`src/rtl/mc_ctrl_pkg.sv`:
```
// Shared definitions for the multi-cycle MIPS-subset main controller.
// Ports: none (package) -- opcode/funct codes, state codes, datapath select codes,
//        instruction-class struct and small class helper functions.
package mc_ctrl_pkg;

    // Controller states; codes 5-7 are unused and recover to FETCH.
    typedef enum logic [2:0] {
        S_FETCH = 3'd0,
        S_DCD   = 3'd1,
        S_EXE   = 3'd2,
        S_MEM   = 3'd3,
        S_WB    = 3'd4
    } state_e;

    // Primary opcodes (IR[31:26])
    localparam logic [5:0] OP_RTYPE = 6'h00;
    localparam logic [5:0] OP_J     = 6'h02;
    localparam logic [5:0] OP_JAL   = 6'h03;
    localparam logic [5:0] OP_BEQ   = 6'h04;
    localparam logic [5:0] OP_ORI   = 6'h0D;
    localparam logic [5:0] OP_LUI   = 6'h0F;
    localparam logic [5:0] OP_LW    = 6'h23;
    localparam logic [5:0] OP_SW    = 6'h2B;

    // R-type function codes (IR[5:0])
    localparam logic [5:0] FN_JR    = 6'h08;
    localparam logic [5:0] FN_ADDU  = 6'h21;
    localparam logic [5:0] FN_SUBU  = 6'h23;

    // Next-PC source
    localparam logic [1:0] NPC_SEQ  = 2'b00;  // pc + 4
    localparam logic [1:0] NPC_BR   = 2'b01;  // pc + 4 + (imm << 2)
    localparam logic [1:0] NPC_JMP  = 2'b10;  // {pc[31:28], imm26, 2'b00}
    localparam logic [1:0] NPC_RS   = 2'b11;  // register rs

    // Destination register select
    localparam logic [1:0] WR_RT    = 2'b00;
    localparam logic [1:0] WR_RD    = 2'b01;
    localparam logic [1:0] WR_RA    = 2'b10;  // $31

    // Register write-data select
    localparam logic [1:0] WD_ALU   = 2'b00;
    localparam logic [1:0] WD_DM    = 2'b01;
    localparam logic [1:0] WD_PC    = 2'b10;  // pc register, already advanced by 4

    // Immediate extension
    localparam logic [1:0] EXT_ZERO = 2'b00;
    localparam logic [1:0] EXT_SIGN = 2'b01;
    localparam logic [1:0] EXT_LUI  = 2'b10;

    // ALU operation
    localparam logic [1:0] ALU_ADD  = 2'b00;
    localparam logic [1:0] ALU_SUB  = 2'b01;
    localparam logic [1:0] ALU_OR   = 2'b10;

    // One-hot instruction class produced by mc_decode.
    typedef struct packed {
        logic rtype_alu;   // addu / subu
        logic jr;
        logic ori;
        logic lui;
        logic lw;
        logic sw;
        logic beq;
        logic j;
        logic jal;
        logic illegal;     // anything unsupported, executed as a nop
    } insn_class_t;

    // Instructions that retire in DCD (2-cycle CPI).
    function automatic logic ends_in_dcd(insn_class_t c);
        return c.j | c.jal | c.jr | c.illegal;
    endfunction

    // Instructions that write the register file in WB.
    function automatic logic writes_rf_in_wb(insn_class_t c);
        return c.rtype_alu | c.ori | c.lui | c.lw;
    endfunction

endpackage

```
`src/rtl/mc_decode.sv`:
```
// Combinational opcode/funct decoder producing a one-hot instruction class.
// Ports: op_i   [5:0] IR[31:26]      funct_i [5:0] IR[5:0]
//        cls_o  one-hot class; exactly one bit set for every input code.
module mc_decode
    import mc_ctrl_pkg::*;
(
    input  logic [5:0]  op_i,
    input  logic [5:0]  funct_i,
    output insn_class_t cls_o
);

    always_comb begin
        cls_o = '0;
        case (op_i)
            OP_RTYPE: begin
                case (funct_i)
                    FN_ADDU,
                    FN_SUBU: cls_o.rtype_alu = 1'b1;
                    FN_JR:   cls_o.jr        = 1'b1;
                    default: cls_o.illegal   = 1'b1;
                endcase
            end
            OP_ORI:  cls_o.ori     = 1'b1;
            OP_LUI:  cls_o.lui     = 1'b1;
            OP_LW:   cls_o.lw      = 1'b1;
            OP_SW:   cls_o.sw      = 1'b1;
            OP_BEQ:  cls_o.beq     = 1'b1;
            OP_J:    cls_o.j       = 1'b1;
            OP_JAL:  cls_o.jal     = 1'b1;
            default: cls_o.illegal = 1'b1;
        endcase
    end

endmodule

```
`src/rtl/mc_ctrl.sv`:
```
// Multi-cycle main controller for the MIPS-subset datapath: sequences PC/IR updates,
// register-file, data-memory and ALU controls over FETCH/DCD/EXE/MEM/WB.
// Ports: clk, rst (async active-high); op/funct from IR; zero from ALU (valid in EXE);
//        stall freezes the state and kills all write enables; pc_we/npc_sel drive the pc
//        and npc unit; ir_we/rf_we/dm_we are write enables; wr_sel/wd_sel/ext_op/alu_op/
//        alub_sel are datapath selects; state is the current state for debug.
module mc_ctrl
    import mc_ctrl_pkg::*;
#(
    parameter int STATE_W = 3
)
(
    input  logic               clk,
    input  logic               rst,
    input  logic [5:0]         op,
    input  logic [5:0]         funct,
    input  logic               zero,
    input  logic               stall,
    output logic               pc_we,
    output logic [1:0]         npc_sel,
    output logic               ir_we,
    output logic               rf_we,
    output logic               dm_we,
    output logic [1:0]         wr_sel,
    output logic [1:0]         wd_sel,
    output logic [1:0]         ext_op,
    output logic [1:0]         alu_op,
    output logic               alub_sel,
    output logic [STATE_W-1:0] state
);

    insn_class_t cls;
    state_e      state_q;
    state_e      state_d;

    // Raw enables before stall/reset gating.
    logic        pc_en;
    logic        ir_en;
    logic        rf_en;
    logic        dm_en;

    mc_decode u_decode (
        .op_i    (op),
        .funct_i (funct),
        .cls_o   (cls)
    );

    // ------------------------------------------------------------------
    // State register. stall simply holds the current state so that the
    // same state's enables reappear when the stall is released.
    // ------------------------------------------------------------------
    always_ff @(posedge clk or posedge rst) begin
        if (rst) begin
            state_q <= S_FETCH;
        end else if (!stall) begin
            state_q <= state_d;
        end
    end

    // ------------------------------------------------------------------
    // Next-state logic
    // ------------------------------------------------------------------
    always_comb begin
        state_d = S_FETCH;
        case (state_q)
            S_FETCH: state_d = S_DCD;
            S_DCD: begin
                // Jumps complete in DCD; unsupported codes fall straight back.
                if (ends_in_dcd(cls)) begin
                    state_d = S_FETCH;
                end else begin
                    state_d = S_EXE;
                end
            end
            S_EXE: begin
                if (cls.lw || cls.sw) begin
                    state_d = S_MEM;
                end else if (writes_rf_in_wb(cls)) begin
                    state_d = S_WB;
                end else begin
                    state_d = S_FETCH;   // beq resolves here
                end
            end
            S_MEM: begin
                if (cls.lw) begin
                    state_d = S_WB;
                end else begin
                    state_d = S_FETCH;
                end
            end
            S_WB:    state_d = S_FETCH;
            default: state_d = S_FETCH;  // unused codes recover
        endcase
    end

    // ------------------------------------------------------------------
    // Output decode. Selects depend only on the instruction class once
    // past FETCH, so they stay stable from DCD through MEM/WB; enables
    // are state-specific and are killed by stall and rst.
    // ------------------------------------------------------------------
    always_comb begin
        pc_en    = 1'b0;
        ir_en    = 1'b0;
        rf_en    = 1'b0;
        dm_en    = 1'b0;
        npc_sel  = NPC_SEQ;
        wr_sel   = WR_RT;
        wd_sel   = WD_ALU;
        ext_op   = EXT_ZERO;
        alu_op   = ALU_ADD;
        alub_sel = 1'b0;

        if (state_q == S_DCD || state_q == S_EXE ||
            state_q == S_MEM || state_q == S_WB) begin
            if (cls.rtype_alu) begin
                wr_sel = WR_RD;
                alu_op = (funct == FN_SUBU) ? ALU_SUB : ALU_ADD;
            end
            if (cls.ori) begin
                alu_op   = ALU_OR;
                ext_op   = EXT_ZERO;
                alub_sel = 1'b1;
            end
            if (cls.lui) begin
                // rs is $0 for lui, so add passes the shifted immediate through.
                ext_op   = EXT_LUI;
                alub_sel = 1'b1;
            end
            if (cls.lw || cls.sw) begin
                ext_op   = EXT_SIGN;
                alub_sel = 1'b1;
            end
            if (cls.lw) begin
                wd_sel = WD_DM;
            end
            if (cls.beq) begin
                alu_op  = ALU_SUB;
                npc_sel = NPC_BR;
            end
            if (cls.j || cls.jal) begin
                npc_sel = NPC_JMP;
            end
            if (cls.jal) begin
                wr_sel = WR_RA;
                wd_sel = WD_PC;
            end
            if (cls.jr) begin
                npc_sel = NPC_RS;
            end
        end

        case (state_q)
            S_FETCH: begin
                ir_en = 1'b1;
                pc_en = 1'b1;
            end
            S_DCD: begin
                pc_en = cls.j | cls.jal | cls.jr;
                rf_en = cls.jal;
            end
            S_EXE: begin
                pc_en = cls.beq & zero;
            end
            S_MEM: begin
                dm_en = cls.sw;
            end
            S_WB: begin
                rf_en = writes_rf_in_wb(cls);
            end
            default: begin
            end
        endcase

        pc_we = pc_en & ~stall & ~rst;
        ir_we = ir_en & ~stall & ~rst;
        rf_we = rf_en & ~stall & ~rst;
        dm_we = dm_en & ~stall & ~rst;
    end

    assign state = STATE_W'(state_q);

endmodule

```
`config.mk`:
```
export PLATFORM = sky130hd
export DESIGN_NAME = mc_ctrl
export DESIGN_NICKNAME = d
export VERILOG_FILES = /design/src/rtl/mc_ctrl_pkg.sv /design/src/rtl/mc_decode.sv /design/src/rtl/mc_ctrl.sv
export SDC_FILE = /design/constraint.sdc
export NUM_CORES = 1
export LEC_CHECK = 0
export BUFFER_PORTS_ARGS = -buffer_cell sky130_fd_sc_hd__clkbuf_2
export CORE_ASPECT_RATIO = 0.9
export CORE_MARGIN = 10
export CORE_UTILIZATION = 38
export CTS_CLUSTER_DIAMETER = 40
export DETAILED_ROUTE_END_ITERATION = 16
export GPL_ROUTABILITY_DRIVEN = 0
export GPL_TIMING_DRIVEN = 0
export PLACE_DENSITY_LB_ADDON = 0.2
export RECOVER_POWER = 100
export SLEW_MARGIN = 0
export SYNTH_ARGS = -nofsm -noshare
export SYNTH_HDL_FRONTEND = slang
export SYNTH_HIERARCHICAL = 1
export SYNTH_SLANG_ARGS = --single-unit
```
`constraint.sdc`:
```
create_clock -name clk -period 1.9 [get_ports clk]
set_input_delay 0.38 -clock clk [delete_from_list [all_inputs] [get_ports clk]]
set_output_delay 0.38 -clock clk [all_outputs]
set_load 0.05 [all_outputs]
```
==> flow_metrics.tcl, run 1 <==
set metrics [dict create \
    status "did not finish" \
    haltStage "clock tree synthesis" \
    error_line "[ERROR DPL-0033] detailed placement checks failed during check placement." \
    postPlaceCellArea_um2 880 \
    cts_setup_buffers 19 \
    ys_seq_elements 3 \
    htreeDepth 1 \
    async_reset_ff_share_pct 100 \
    port_buffers 30 \
    synth_area_leaders "dfrtp_1, nor2_1, nor3b_1, a21oi_1, buf_6" \
    synth_edf_count 0 \
    dpl.cell_count 129 \
    postCtsHoldBufs 0 \
    syn_nets 100 \
    clockBufferDepth 2 \
    rows 13 \
    syn-cell-area_um2 567 \
    cts_made_buffers 3 \
    clock_sinks 3 \
    synthDistinctLibCells 34 \
    initial_core_util_pct 39.6 \
    root_buffer "clkbuf_4" \
    ios 34 \
    synth_warnings 6 \
    die_y_um 56.6 \
    seq_area_frac_synth_pct 13.2 \
    die_w_um 60.7 \
    synthFlopType "dfrtp_1" \
    syn_area_per_cell_um2 6.75 \
    dpl.hpwl_um 1650 \
    synth_largest_area_cell "dfrtp_1" \
    syn_inst 84 \
    cts_resized 71 \
    yosys.area.top_type_share_pct 13.2 \
]
cells in the mapped netlist, types with 3 or more instances:
master / n
dfrtp_1: 3
inv_1: 4
nor3_1: 5
nor2_1: 17
nand3_1: 3
buf_6: 3
nand2_1: 5
nor3b_1: 5
a21oi_1: 7
stage by stage:
step | setup slack [ps] | utilization, % | setup TNS [ps]
detailed placement | -468 | 61.5 | -3460
floorplan | -55.2 | - | -197
global placement | -480 | 61.5 | -3050
cells by family after synthesis:
group / after synthesis / synth area share, %
DFF: 3 / 13.2
and+or+nand+nor: 53 / 54.3
AOI/OAI and AO/OA: 17 / 19.4
xor gates and xnor gates: 1 / 1.55
buffers and inverters: 10 / 11.5
==> inputs of run 2 (changes only) <==
- CORE_AREA: not set -> 10 10 71 73
- CORE_ASPECT_RATIO: 0.9 -> not set
- CORE_MARGIN: 10 -> not set
- CORE_UTILIZATION: 38 -> not set
- CTS_CLUSTER_DIAMETER: 40 -> not set
- DIE_AREA: not set -> 0 0 81 83
- PLACE_DENSITY_LB_ADDON: 0.2 -> 0.15
- clock period: 1.9 -> 2.45 ns (I/O delays scaled with it)
==> flow_metrics.tcl, run 2 <==
set metrics [dict create \
    status "completed" \
    syn_inst 84 \
    synth_common_cells "nor2_1, a21oi_1, nand2_1, nor3_1, nor3b_1" \
    reg2reg_depth 3 \
    ys_seq_elements 3 \
    finalCriticalPeriod_ps 2400 \
    drcViolationCount 0 \
    grt_pass1_vias 781 \
    largest_register_ffs 3 \
    vdd_drop_max_v 0.000107 \
    post-route-period-util_pct 97.9 \
    async_reset_ff_share_pct 100 \
    synthFlopType "dfrtp_1" \
    postCtsHoldBufs 0 \
    layout_commonest_cell "clkbuf_2" \
    dpl.cell_count 162 \
    grt_antenna_before_repair 0 \
    root_buffer "clkbuf_8" \
    postPlaceCellArea_um2 786 \
    r2r-end "state[2]$_DFFE_PP0N_" \
    wl_um 2260 \
    grt_use_met1_pct 7.42 \
    synthDistinctLibCells 34 \
    rows 22 \
    yosysMostFrequentCell "nor2_1" \
    crit_path_max_fanout 5 \
    vias_per_cell 4.42 \
    cts_tree "yes" \
    syn_area_per_cell_um2 6.75 \
    nFillCells 424 \
    grt_util_met2_pct 10.7 \
    finalSetupTns_ps 0 \
    cts_setup_buffers 0 \
    yosys.area.top_type_share_pct 13.2 \
    syn_nets 100 \
    p_per_area_nw_per_um2 386 \
    synth_warnings 6 \
    crit_family "simple AND/OR/NAND/NOR gates" \
    cpPeakStageDelay_ps 350 \
    fin_worst_skew_ps 1.30 \
    timing.final.max_slew_violations 0 \
    max_freq_ghz 0.417 \
    core_area_um2 3630 \
    r2r_start "state[0]$_DFFE_PP0N_" \
    port_buffers 30 \
    grt_pass1_wl_um 3650 \
    die_y_um 83 \
    antenna_left 0 \
    reg2reg_slack_ps 1170 \
    p_leak_nw 0.353 \
    grtUsageTotal_pct 6.54 \
    p_sw_share_pct 39.2 \
    htreeDepth 1 \
    area_growth_pct 57.4 \
    stdcell_count 166 \
    clk_pin_slew_worst_paths_ps 30 \
    initial_core_util_pct 15.6 \
    syn-cell-area_um2 567 \
    fin_area_um2 892 \
    setup_slack_ps 50.8 \
    dpl.hpwl_um 1820 \
    synth_edf_count 0 \
    seqPwrFrac_pct 17.3 \
    rsz0062_at_grt "true" \
    p_switching_mw 0.135 \
    critical_path.slowest_cell "nor4_4" \
    tightest_slew_ps 602 \
    crit_arrival_ps 1910 \
    min_path_type "primary input to asynchronous set/reset pin" \
    pwr-share-clk_pct 42.6 \
    insertion_delay_ps 220 \
    cts_made_buffers 3 \
    clockBufferDepth 2 \
    drive_gt1_share_pct 40.7 \
    use_met3_pct 1.51 \
    grt_overflow 0 \
    relSlewSlack_pct 60.0 \
    die_area_um2 6720 \
    wl_per_cell_um 13.6 \
    crit_chain "clkbuf_2, nor4_4, nand3_2, nor2_4, o41ai_1, o21ai_1, and4_2, clkbuf_8" \
    cap_violations 0 \
    synth_largest_area_cell "dfrtp_1" \
    p_int_mw 0.209 \
    grt_max_degree 11 \
    layout_common_cells "clkbuf_2, nor2_1, a21oi_1" \
    die_w_um 81 \
    pre_cts_ws_ps -429 \
    cp_num_buf_inv 2 \
    first_iter_violations 43 \
    vias 733 \
    top_usage_layer "met2" \
    setup_violations 0 \
    hold_viol_final 0 \
    end_kind "output pin" \
    power_frac_comb_pct 40.2 \
    clock_sinks 3 \
    start_kind "primary input" \
    seq_area_frac_synth_pct 13.2 \
    nNetsFinal 135 \
    required_ps 1960 \
    critPathKind "primary input to output pin" \
    antenna_cells 0 \
    ios 34 \
    firstDrtPassIters 3 \
    synth_area_leaders "dfrtp_1, nor2_1, nor3b_1, a21oi_1, buf_6" \
]
[run 2: cell counts after synthesis]
No cell type changed its count.
[run 2: layout make-up]
class	instances	area, um^2	share of cell area [%]
Multi-Input combinational cell	71	488	54.7
Timing Repair Buffer	30	159	17.8
Sequential cell	3	75.1	8.42
Tap cell	48	60.1	6.73
Buffer	6	50.0	5.61
Clock buffer	4	45.0	5.05
Inverter	4	15.0	1.68
[run 2: how the worst max path moves through the flow]
stage / cells after the start / from / end / slack [ps]
detailed placement: 8 / op[4] / rf_we / -430
global route: 6 / op[1] / alub_sel / -90
global placement: 8 / op[4] / rf_we / -440
floorplan: 3 / state[2]$_DFFE_PP0N_ / alu_op[1] / -310
CTS: 7 / op[2] / pc_we / 30
finish: 8 / op[2] / rf_we / 50
[run 2: per-stage QoR]
stage	util [%]	power, mW	hold slack, ps
global route	24.6	0.366	154
floorplan	-	0.153	249
detailed placement	21.6	0.193	366
global placement	21.6	0.192	365
CTS	24.6	0.351	134
finish	24.6	0.344	134
[run 2: cells by family (layout without fill, tap and decap cells)]
group,Yosys count,after routing,share of synthesized area (%)
and+or+nand+nor,53,53,54.3
AOI/OAI and AO/OA,17,17,19.4
buffers and inverters,10,44,11.5
DFF,3,3,13.2
xor gates and xnor gates,1,1,1.55
[run 2: per-layer routing]
metal  wire [um]  vias to the layer above
met4          43                        0
li1            -                      380
met3         147                        4
met5           0                        -
met1         974                      331
met2        1090                       18
[run 2: timing repair]
action	CTS	global route
resized for setup	13	3
endpoints found under the setup margin	9	9
pin swaps	2	0
[run 2: power by group through the flow]
stage          clock, mW  combinational [mW]  sequential [mW]
4_1_cts            0.151               0.141           0.0594
3_5_place_dp           0               0.134           0.0599
2_1_floorplan          0              0.0783           0.0750
5_1_grt            0.156               0.150           0.0600
6_report           0.146               0.138           0.0594
3_3_place_gp           0               0.132           0.0598
[run 2: worst reg2reg max path, cell delays in order, from the launching register on]
cell and delay [ps]:
dfrtp_1 390, buf_6 150, or4_1 520, a21oi_1 150
Power figures use the tool's default switching activity.
==> inputs of run 3 (changes only) <==
==> constraint.sdc (replaced) <==
create_clock -name clk -period 2.45 [get_ports clk]
set_input_delay 0.245 -clock clk [delete_from_list [all_inputs] [get_ports clk]]
set_output_delay 0.245 -clock clk [all_outputs]
set_load 0.05 [all_outputs]
==> flow_metrics.tcl, run 3 (synthesis results as in run 2) <==
set metrics [dict create \
    status "completed" \
    htreeDepth 1 \
    crit_arrival_ps 2030 \
    fin_worst_skew_ps 3.04 \
    wl_um 2180 \
    finalCriticalPeriod_ps 2280 \
    cts_made_buffers 3 \
    clk_pin_slew_worst_paths_ps 30 \
    critPathKind "primary input to output pin" \
    crit_family "simple AND/OR/NAND/NOR gates" \
    die_area_um2 6720 \
    setup_violations 0 \
    met2_length_um 1020 \
    nNetsFinal 136 \
    cpPeakStageDelay_ps 480 \
    grtUsageTotal_pct 6.18 \
    p_leak_nw 0.345 \
    max_freq_ghz 0.439 \
    pre_cts_ws_ps 49.0 \
    finalSetupTns_ps 0 \
    area_growth_pct 46.8 \
    cap_violations 0 \
    insertion_delay_ps 220 \
    timing.final.max_slew_violations 0 \
    clock_sinks 3 \
    vias 723 \
    post-route-period-util_pct 92.9 \
    dpl.cell_count 162 \
    largest_register_ffs 3 \
    layout_common_cells "clkbuf_2, nor2_1, clkbuf_1, a21oi_1" \
    postPlaceCellArea_um2 777 \
    first_iter_violations 34 \
    clockBufferDepth 2 \
    routed.top_layer "met4" \
    antenna_cells 0 \
    crit_chain "clkbuf_1, nand4b_1, nor3_1, o41ai_1, o21ai_0, and4_1, clkbuf_2" \
    port_buffers 30 \
    wl_per_cell_um 13.0 \
    firstDrtPassIters 4 \
    final_core_util_pct 22.9 \
    p_per_area_nw_per_um2 401 \
    grt_max_degree 11 \
    required_ps 2200 \
    rows 22 \
    critical_path.slowest_cell "nor3_1" \
    finalPower_mw 0.333 \
    fin_area_um2 832 \
    die_w_um 81 \
    drive_gt1_share_pct 31.1 \
    min_path_type "primary input to asynchronous set/reset pin" \
    root_buffer "clkbuf_8" \
    initial_core_util_pct 15.6 \
    relSlewSlack_pct 52.0 \
    core_area_um2 3630 \
    dpl.hpwl_um 1800 \
    crit_path_max_fanout 9 \
    die_y_um 83 \
    hold_ws_ps 445 \
    end_kind "output pin" \
    grt_overflow 0 \
    layout_commonest_cell "clkbuf_2" \
    tightest_slew_ps 713 \
    cts_tree "yes" \
    cp_num_buf_inv 2 \
    drcViolationCount 0 \
    wl_met3_um 191 \
    hold_viol_final 0 \
    m1WireLength_um 937 \
    stdcell_count 167 \
    grt_pass1_vias 737 \
    vias_per_cell 4.33 \
    ios 34 \
    grt_antenna_before_repair 0 \
    setup_slack_ps 174 \
    grt_pass1_wl_um 3450 \
    vdd_drop_max_v 0.000194 \
    start_kind "primary input" \
    antenna_left 0 \
]
## run 3: layout make-up
class	count	area, um^2
Inverter	4	15.0
Fill cell	422	2800
Tap cell	48	60.1
Clock buffer	4	45.0
Sequential cell	3	75.1
Timing Repair Buffer	31	154
Multi-Input combinational cell	71	433
Buffer	6	50.0
## run 3: worst paths after layout
kind | startpoint | to | slack (ps) | depth (start not counted)
setup / recovery | op[1] | rf_we | 170 | 7
min in group clk | stall | state[2]$_DFFE_PP0N_ | 460 | 3
max in group asynchronous | rst | state[1]$_DFFE_PP0N_ | 1860 | 3
hold / removal | rst | state[2]$_DFFE_PP0N_ | 450 | 3
hold reg to reg | state[0]$_DFFE_PP0N_ | state[0]$_DFFE_PP0N_ | 680 | 2
setup reg to reg | state[0]$_DFFE_PP0N_ | state[2]$_DFFE_PP0N_ | 1140 | 3
## run 3: worst reg2reg max path: stages (launching register included)
cell     delay [ps]
dfrtp_1         400
buf_6           150
or4_1           520
a21oi_1         160
## run 3: metal layers
metal / GRT usage, % / vias to the layer above
li1: - / 381
met1: 7.29 / 321
met2: 10.0 / 19
met3: 2.26 / 2
met4: 1.88 / 0
met5: 0 / -
## run 3: repair_timing
item                       in CTS  in global routing
gates resized for setup         0                  1
hold endpoints to repair        3                  0
setup buffers                   0                  0
hold buffers                    1                  0
setup endpoints to repair       0                  2
## run 3: power breakdown
part	leakage, nW	internal [mW]	total, mW	switching (mW)
logic	0.283	0.0418	0.129	0.0876
clock network	0.0228	0.111	0.144	0.0331
registers	0.0397	0.0544	0.0598	0.00544
total	0.345	0.207	0.333	0.126
==> inputs of run 4 (changes only) <==
- REMOVE_ABC_BUFFERS: not set -> 1
==> flow_metrics.tcl, run 4 (synthesis results as in run 2) <==
set metrics [dict create \
    r2r-end "state[2]$_DFFE_PP0N_" \
    drcViolationCount 0 \
    power_frac_comb_pct 34.8 \
    die_area_um2 6720 \
    root_buffer "clkbuf_8" \
    grt_pass1_wl_um 3480 \
    pwr-share-clk_pct 44.5 \
    relSlewSlack_pct 50.1 \
    die_w_um 81 \
    crit_path_end "rf_we" \
    clockBufferDepth 2 \
    ios 34 \
    setup_violations 0 \
    insertion_delay_ps 210 \
    cts_tree "yes" \
    vias_per_cell 4.51 \
    end_kind "output pin" \
    reg2reg_slack_ps 1180 \
    vias 739 \
    clock_sinks 3 \
    cap_violations 0 \
    max_freq_ghz 0.455 \
    wl_per_cell_um 13.5 \
    area_growth_pct 40.8 \
    vdd_drop_max_v 0.000111 \
    finalSetupTns_ps 0 \
    antenna_left 0 \
    htreeDepth 1 \
    crit_arrival_ps 1950 \
    port_buffers 33 \
    grt_overflow 0 \
    drive_gt1_share_pct 31.0 \
    reg2reg_depth 2 \
    core_area_um2 3630 \
    clk_pin_slew_worst_paths_ps 30 \
    initial_core_util_pct 15.6 \
    dpl.hpwl_um 1780 \
    grt_pass1_vias 754 \
    crit_start "op[4]" \
    die_y_um 83 \
    nFillCells 434 \
    grt_antenna_before_repair 0 \
    rsz0062_at_grt "false" \
    min_path_type "primary input to flop" \
    cts_setup_buffers 0 \
    dpl.cell_count 159 \
    crit_path_max_fanout 5 \
    required_ps 2200 \
    seqPwrFrac_pct 20.7 \
    r2r_start "state[0]$_DFFE_PP0N_" \
    grtUsageTotal_pct 6.14 \
    cts_made_buffers 3 \
    p_per_area_nw_per_um2 407 \
    p_int_mw 0.199 \
    rows 22 \
    tightest_slew_ps 742 \
    wl_um 2210 \
    p_leak_nw 0.330 \
    firstDrtPassIters 4 \
    start_kind "primary input" \
    nNetsFinal 133 \
    layout_commonest_cell "clkbuf_2" \
    status "completed" \
    p_sw_share_pct 38.8 \
    largest_register_ffs 3 \
    post-route-period-util_pct 89.7 \
    timing.final.max_slew_violations 0 \
    multi_input_area_um2 433 \
    finalPower_mw 0.325 \
    finalCriticalPeriod_ps 2200 \
    layout_common_cells "clkbuf_2, nor2_1, a21oi_1" \
    first_iter_violations 74 \
    hold_viol_final 0 \
    stdcell_count 164 \
    antenna_cells 0 \
    fin_worst_skew_ps 1.02 \
    p_switching_mw 0.126 \
    seqCellArea_um2 75.1 \
    critPathKind "primary input to output pin" \
    grt_max_degree 13 \
]
==> run 4: cell types whose count changed in the layout (fill, tap and decap cells not counted) <==
cell	previous run	this run
buf_2	1	0
buf_4	1	0
buf_6	3	0
clkbuf_1	7	5
clkbuf_2	25	29
o21ai_0	2	3
o21ai_1	1	0
==> run 4: metrics by stage <==
| step | util, % | instance area (um^2) | hold slack [ps] | worst slack, ps |
|---|---|---|---|---|
| 6_report | 22.0 | 798 | 380 | 252 |
| 2_1_floorplan | - | 517 | 4.03 | -238 |
| 4_1_cts | 21.9 | 797 | 372 | 93.7 |
| 3_3_place_gp | 20.4 | 742 | 126 | 84.6 |
| 3_5_place_dp | 20.4 | 742 | 125 | 98.1 |
| 5_1_grt | 22.0 | 798 | 391 | 25.5 |
==> run 4: how the worst min path moves through the flow <==
stage	start	end	slack [ps]	cells after the start
final	stall	state[0]$_DFFE_PP0N_	380	2
after global routing	stall	state[0]$_DFFE_PP0N_	390	2
after global placement	rst	state[0]$_DFFE_PP0N_	130	2
after floorplan	rst	state[0]$_DFFE_PP0N_	4	1
after detailed placement	rst	state[0]$_DFFE_PP0N_	130	2
after CTS	stall	state[0]$_DFFE_PP0N_	370	2
==> run 4: repair_timing <==
action                                  CTS  global route
endpoints found under the setup margin    0             2
hold buffers                              1             0
hold endpoints to repair                  3             0
resized for setup                         0             1
==> run 4: layer usage <==
| metal | up-vias | global-route usage [%] | wire length, um |
|---|---|---|---|
| li1 | 377 | - | - |
| met1 | 339 | 7.11 | 933 |
| met2 | 21 | 10.3 | 1080 |
| met3 | 2 | 1.62 | 175 |
| met4 | 0 | 2.35 | 21 |
| met5 | - | 0 | 0 |
==> run 4: area by class of cell <==
cell class              count  share of cell area (%)
clock buffers               4                    5.64
flip-flops and latches      3                    9.40
inverters                   4                    1.88
repair buffers             34                    21.3
well taps                  48                    7.52
multi-input cells          71                    54.2
==> run 4: power by group through the flow <==
stage	clock [mW]	sequential [mW]	combinational (mW)
floorplan	0	0.0795	0.0574
global placement	0	0.0667	0.112
detailed placement	0	0.0675	0.114
CTS	0.149	0.0666	0.115
global route	0.154	0.0679	0.125
finish	0.145	0.0672	0.113
==> run 4: critical path: stages <==
cell	delay, ps
clkbuf_2	120
nor4_2	410
nand3_1	150
nor2_1	250
o41ai_1	120
o21ai_0	160
and4_1	210
clkbuf_2	280
